<file path="config.mk">
export PLATFORM = sky130hd
export DESIGN_NAME = mem_access_unit
export DESIGN_NICKNAME = d
export VERILOG_FILES = /design/src/rtl/mem_access_unit_pkg.sv /design/src/rtl/mem_access_unit_sat_counter.sv /design/src/rtl/mem_access_unit.sv
export SDC_FILE = /design/constraint.sdc
export NUM_CORES = 1
export LEC_CHECK = 0
export CORE_MARGIN = 2
export CORE_UTILIZATION = 45
export DETAILED_ROUTE_END_ITERATION = 16
export SYNTH_ARGS = -nofsm -noshare
export SYNTH_HDL_FRONTEND = slang
export SYNTH_SLANG_ARGS = --single-unit
export TNS_END_PERCENT = 100
</file>
<file path="constraint.sdc">
create_clock -name clk -period 3.3 [get_ports clk]
set_input_delay 0.33 -clock clk [delete_from_list [all_inputs] [get_ports clk]]
set_output_delay 0.33 -clock clk [all_outputs]
set_load 0.1 [all_outputs]
</file>
<file path="src/rtl/mem_access_unit_pkg.sv">
// Shared definitions for the access-control state machine and the memory access unit.
package mem_access_unit_pkg;

    localparam int unsigned ADDR_W_DEF = 4;
    localparam int unsigned DATA_W_DEF = 8;
    localparam int unsigned CNT_W_DEF  = 8;

    localparam logic RW_READ  = 1'b0;
    localparam logic RW_WRITE = 1'b1;

    // State encodings of the upstream state machine: bit 1 = valid, bit 0 = rw.
    typedef enum logic [1:0] {
        ST_IDLE   = {1'b0, RW_READ},
        ST_STABLE = {1'b0, RW_WRITE},
        ST_READ   = {1'b1, RW_READ},
        ST_WRITE  = {1'b1, RW_WRITE}
    } acc_state_e;

    // Reassemble the request lines into the state machine's encoding.
    function automatic acc_state_e req_state(input logic valid, input logic rw);
        return acc_state_e'({valid, rw});
    endfunction

endpackage

</file>
<file path="src/rtl/mem_access_unit_sat_counter.sv">
// Saturating up-counter: increments on inc, sticks at all-ones.
module sat_counter #(
    parameter int unsigned W = 8
) (
    input  logic         clk,
    input  logic         reset,
    input  logic         inc,
    output logic [W-1:0] count
);

    logic [W-1:0] count_q;
    logic [W-1:0] count_d;

    // Next count: advance only while below the saturation value.
    always_comb begin
        count_d = count_q;
        if (inc && (count_q != '1)) begin
            count_d = count_q + 1'b1;
        end
    end

    // Count register with synchronous reset.
    always_ff @(posedge clk) begin
        if (reset) begin
            count_q <= '0;
        end else begin
            count_q <= count_d;
        end
    end

    assign count = count_q;

endmodule

</file>
<file path="src/rtl/mem_access_unit.sv">
// Memory access unit: resettable register array, two-stage forwarded read
// pipeline, registered write acknowledge and saturating access counters.
module mem_access_unit
    import mem_access_unit_pkg::*;
#(
    parameter int unsigned ADDR_W = ADDR_W_DEF,
    parameter int unsigned DATA_W = DATA_W_DEF,
    parameter int unsigned CNT_W  = CNT_W_DEF
) (
    input  logic              clk,
    input  logic              reset,
    input  logic              valid,
    input  logic              rw,
    input  logic [ADDR_W-1:0] addr,
    input  logic [DATA_W-1:0] wdata,
    output logic [DATA_W-1:0] rdata,
    output logic              rdata_valid,
    output logic              wr_ack,
    output logic [CNT_W-1:0]  rd_count,
    output logic [CNT_W-1:0]  wr_count
);

    localparam int unsigned DEPTH = 1 << ADDR_W;

    acc_state_e        req;
    logic              rd_en;
    logic              wr_en;
    logic              fwd_hit;

    logic [DATA_W-1:0] mem_q [DEPTH];

    logic [ADDR_W-1:0] s1_addr_q,     s1_addr_d;
    logic              s1_valid_q,    s1_valid_d;
    logic [DATA_W-1:0] rdata_q,       rdata_d;
    logic              rdata_valid_q, rdata_valid_d;
    logic              wr_ack_q,      wr_ack_d;

    // Decode the request and detect a same-edge write to the address in stage 1.
    always_comb begin
        req     = req_state(valid, rw);
        rd_en   = (req == ST_READ);
        wr_en   = (req == ST_WRITE);
        fwd_hit = wr_en && (addr == s1_addr_q);
    end

    // Pipeline next-state: stage 1 captures the read address, stage 2 loads
    // the array word, or the write data landing on the same edge.
    always_comb begin
        s1_addr_d     = s1_addr_q;
        s1_valid_d    = rd_en;
        rdata_d       = rdata_q;
        rdata_valid_d = 1'b0;
        wr_ack_d      = wr_en;
        if (rd_en) begin
            s1_addr_d = addr;
        end
        if (s1_valid_q) begin
            rdata_valid_d = 1'b1;
            rdata_d       = fwd_hit ? wdata : mem_q[s1_addr_q];
        end
    end

    // Register array; every word is cleared on reset.
    always_ff @(posedge clk) begin
        if (reset) begin
            for (int unsigned i = 0; i < DEPTH; i++) begin
                mem_q[i] <= '0;
            end
        end else if (wr_en) begin
            mem_q[addr] <= wdata;
        end
    end

    // Pipeline and strobe registers; reset drops any in-flight read.
    always_ff @(posedge clk) begin
        if (reset) begin
            s1_addr_q     <= '0;
            s1_valid_q    <= 1'b0;
            rdata_q       <= '0;
            rdata_valid_q <= 1'b0;
            wr_ack_q      <= 1'b0;
        end else begin
            s1_addr_q     <= s1_addr_d;
            s1_valid_q    <= s1_valid_d;
            rdata_q       <= rdata_d;
            rdata_valid_q <= rdata_valid_d;
            wr_ack_q      <= wr_ack_d;
        end
    end

    sat_counter #(.W(CNT_W)) u_rd_cnt (
        .clk   (clk),
        .reset (reset),
        .inc   (rd_en),
        .count (rd_count)
    );

    sat_counter #(.W(CNT_W)) u_wr_cnt (
        .clk   (clk),
        .reset (reset),
        .inc   (wr_en),
        .count (wr_count)
    );

    assign rdata       = rdata_q;
    assign rdata_valid = rdata_valid_q;
    assign wr_ack      = wr_ack_q;

endmodule
</file>
==> key figures <==
Status
  – Status: completed

Clock tree
  – Clock transition at path regs: 60 ps
  – Setup Buffers After CTS: 0
  – Post_cts resized: 0
  – Clock latency on the worst-skew pair: 430 ps
  – CTS buffer count: 17
  – Clk sinks: 159
  – Hold buffers post-CTS: 0
  – CTS Root Cell: clkbuf_16
  – TritonCTS clock tree: yes
  – Clock Tree Buf Depth: 2
  – H-tree depth: 4

Synth
  – Area share of the largest cell type after synthesis: 0.512
  – Dominant synthesized flop cell: edfxtp_1
  – Synth top cells by count: and2_1 (130), edfxtp_1 (128), nor2_1 (32)
  – FF+latch count, synth: 159
  – Post-synthesis sequential area ratio: 0.594
  – Gate Count Post-Synth: 554
  – Net Count, Synth: 572
  – Count of cell types in the netlist: 50
  – Ys Warns: 0
  – Most frequent cell after synthesis: and2_1
  – Number of synthesized flops with an enable pin: 128
  – Mapped Avg Cell Area: 13.6 um2
  – Yosys top cell by area: edfxtp_1
  – Largest cells by area after synthesis: edfxtp_1 (51%), and2_1 (11%), dfxtp_1 (8.3%)
  – Post-Syn Area: 7510 um2
  – Ys async rst share: 0

Power and ir drop
  – Power Dens Cells: 534 nW/um2
  – Maximum vdd drop: 0.000350 V
  – Leakage: 2.92 nW

Place
  – IO Port Bufs: 41
  – Post-place setup slack: 331 ps
  – Cell Area, Placed: 8070 um2
  – Final Wtd Congestion: 0.823
  – Placed wire-length estimate: 11600 um

Route
  – DR DRC count: 0
  – Number of vias per cell: 5.72
  – WL final: 17400 um
  – 1st-iter DRT viols: 367
  – Vias: 4700
  – Routed length per instance: 21.2 um
  – Routed Antenna Nets: 0
  – Drt pass-1 iters: 6

Worst setup path
  – Data required, critical path: 3420 ps
  – Crit path DAT: 2670 ps
  – CP max FO: 11
  – WS Path Type: in -> reg
  – Worst setup SP type: primary input
  – R2r setup slk: 910 ps
  – Worst setup EP type: flop

Worst hold path
  – HP Class: reg -> reg

STA
  – Setup tns final: 0 ps
  – Worst Tran Pin Value: 1000 ps
  – RSZ-0062 raised after global routing: false
  – Max Clk Rate: 392 MHz
  – Max Slew Vio Count: 0
  – Part of the cycle the worst path needs: 0.773
  – Final worst path period need: 2550 ps
  – Final hold slack: 525 ps
  – Final Hold Viols: 0
  – Slew margin rel.: 0.328
  – Setup violators final: 0
  – Clk_skew: 12.4 ps
  – Setup WS post-layout: 748 ps

Floorplan
  – Die width: 133 um
  – FP Rows: 47
  – Area of the die: 17700 um2
  – Num ports: 42
  – Core area: 16500 um2
  – Overall die height: 133 um
  – Initial Util: 0.456

Global routing
  – Vias in the first global route: 4626
  – Largest net degree at the start of global routing: 47
  – Initial antenna violation count: 0
  – GR Overflow Total: 0
  – GRT Resource Usage Total: 0.206
  – Global-route wire length before repair: 26900 um

Layout
  – Nets: 607
  – Filler instances: 1384
  – Area Overhead vs Synth: 15.1%
  – Fin util: 0.525
  – Fraction of layout cells with a size suffix above 1: 0.108
  – Antenna diode count: 0
  – Final instance area: 8650 um2

Job
  – Maxcap violations: 0
metrics by stage:
stage | instances | power (W)
after floorplan | 554 | 0.00257
final | 822 | 0.00462
after global routing | 822 | 0.00476
after detailed placement | 790 | 0.00271
after global placement | 790 | 0.00270
after CTS | 822 | 0.00465
worst max-delay path, stage by stage:
cell             delay (ps)
clkdlybuf4s50_1         600
nand3b_2                250
inv_1                   350
nand3_1                 240
nor3_1                  560
or2_2                   340
state kept, by name (all words and copies together) (netlist names):
register,cells
rdata,8
rdata_valid,1
s1_valid_q,1
u_rd_cnt.count,8
mem_q,128
wr_ack,1
s1_addr_q,4
u_wr_cnt.count,8
cell type report:
type                       count  area [um2]  area share
clock buffer                  20         437      0.0505
multi-input combinational    358        2830       0.327
inverter                       4        15.0     0.00174
timing repair buffer          49         483      0.0558
tap                          220         275      0.0318
sequential                   159        4470       0.516
clock inverter                12         144      0.0166
power breakdown:
part | total [W] | internal [W] | switching, W | leakage (nW)
Combinational | 0.000357 | 0.000130 | 0.000228 | 1.18
Sequential | 0.00231 | 0.00226 | 0.0000513 | 1.47
Clock | 0.00195 | 0.00118 | 0.000770 | 0.275
Total | 0.00462 | 0.00357 | 0.00105 | 2.92
cells by family (layout without fill, tap and decap cells):
group,after synthesis,in the layout,synth area share
simple gates,241,241,0.186
mux,51,51,0.120
flops,159,159,0.594
buf+inv,37,85,0.0293
xor+xnor,9,9,0.0105
fa+ha+maj,2,2,0.00333
compound gates,55,55,0.0570
final timing paths:
path / start / endpoint / cells past startpoint
setup / recovery: valid / mem_q[3][4] / 6
hold / removal: u_rd_cnt.count[5] / u_rd_cnt.count[5] / 2
setup reg to reg: s1_addr_q[1] / rdata[3] / 5
hold reg to reg: u_rd_cnt.count[5] / u_rd_cnt.count[5] / 2
placed cells by master, fill, tap and decap left out, drive strengths merged, types with 7 or more instances in the layout:
cell type and n:
a21oi 12, and2 130, buf 8, clkbuf 20, clkdlybuf4s50 41, dfxtp 31
edfxtp 128, mux2i 21, mux4 24, nand2 18, nor2 32, o21ai 7
or2 16, xnor2 7
routing by layer:
layer | vias to the layer above | share of wire | global-route usage
met1 | 2343 | 0.45 | 0.282
met3 | 26 | 0.054 | 0.0460
met2 | 171 | 0.47 | 0.326
li1 | 2160 | - | -
met5 | - | 0 | 0
met4 | 0 | 0.022 | 0.0751
Power figures use the tool's default switching activity.
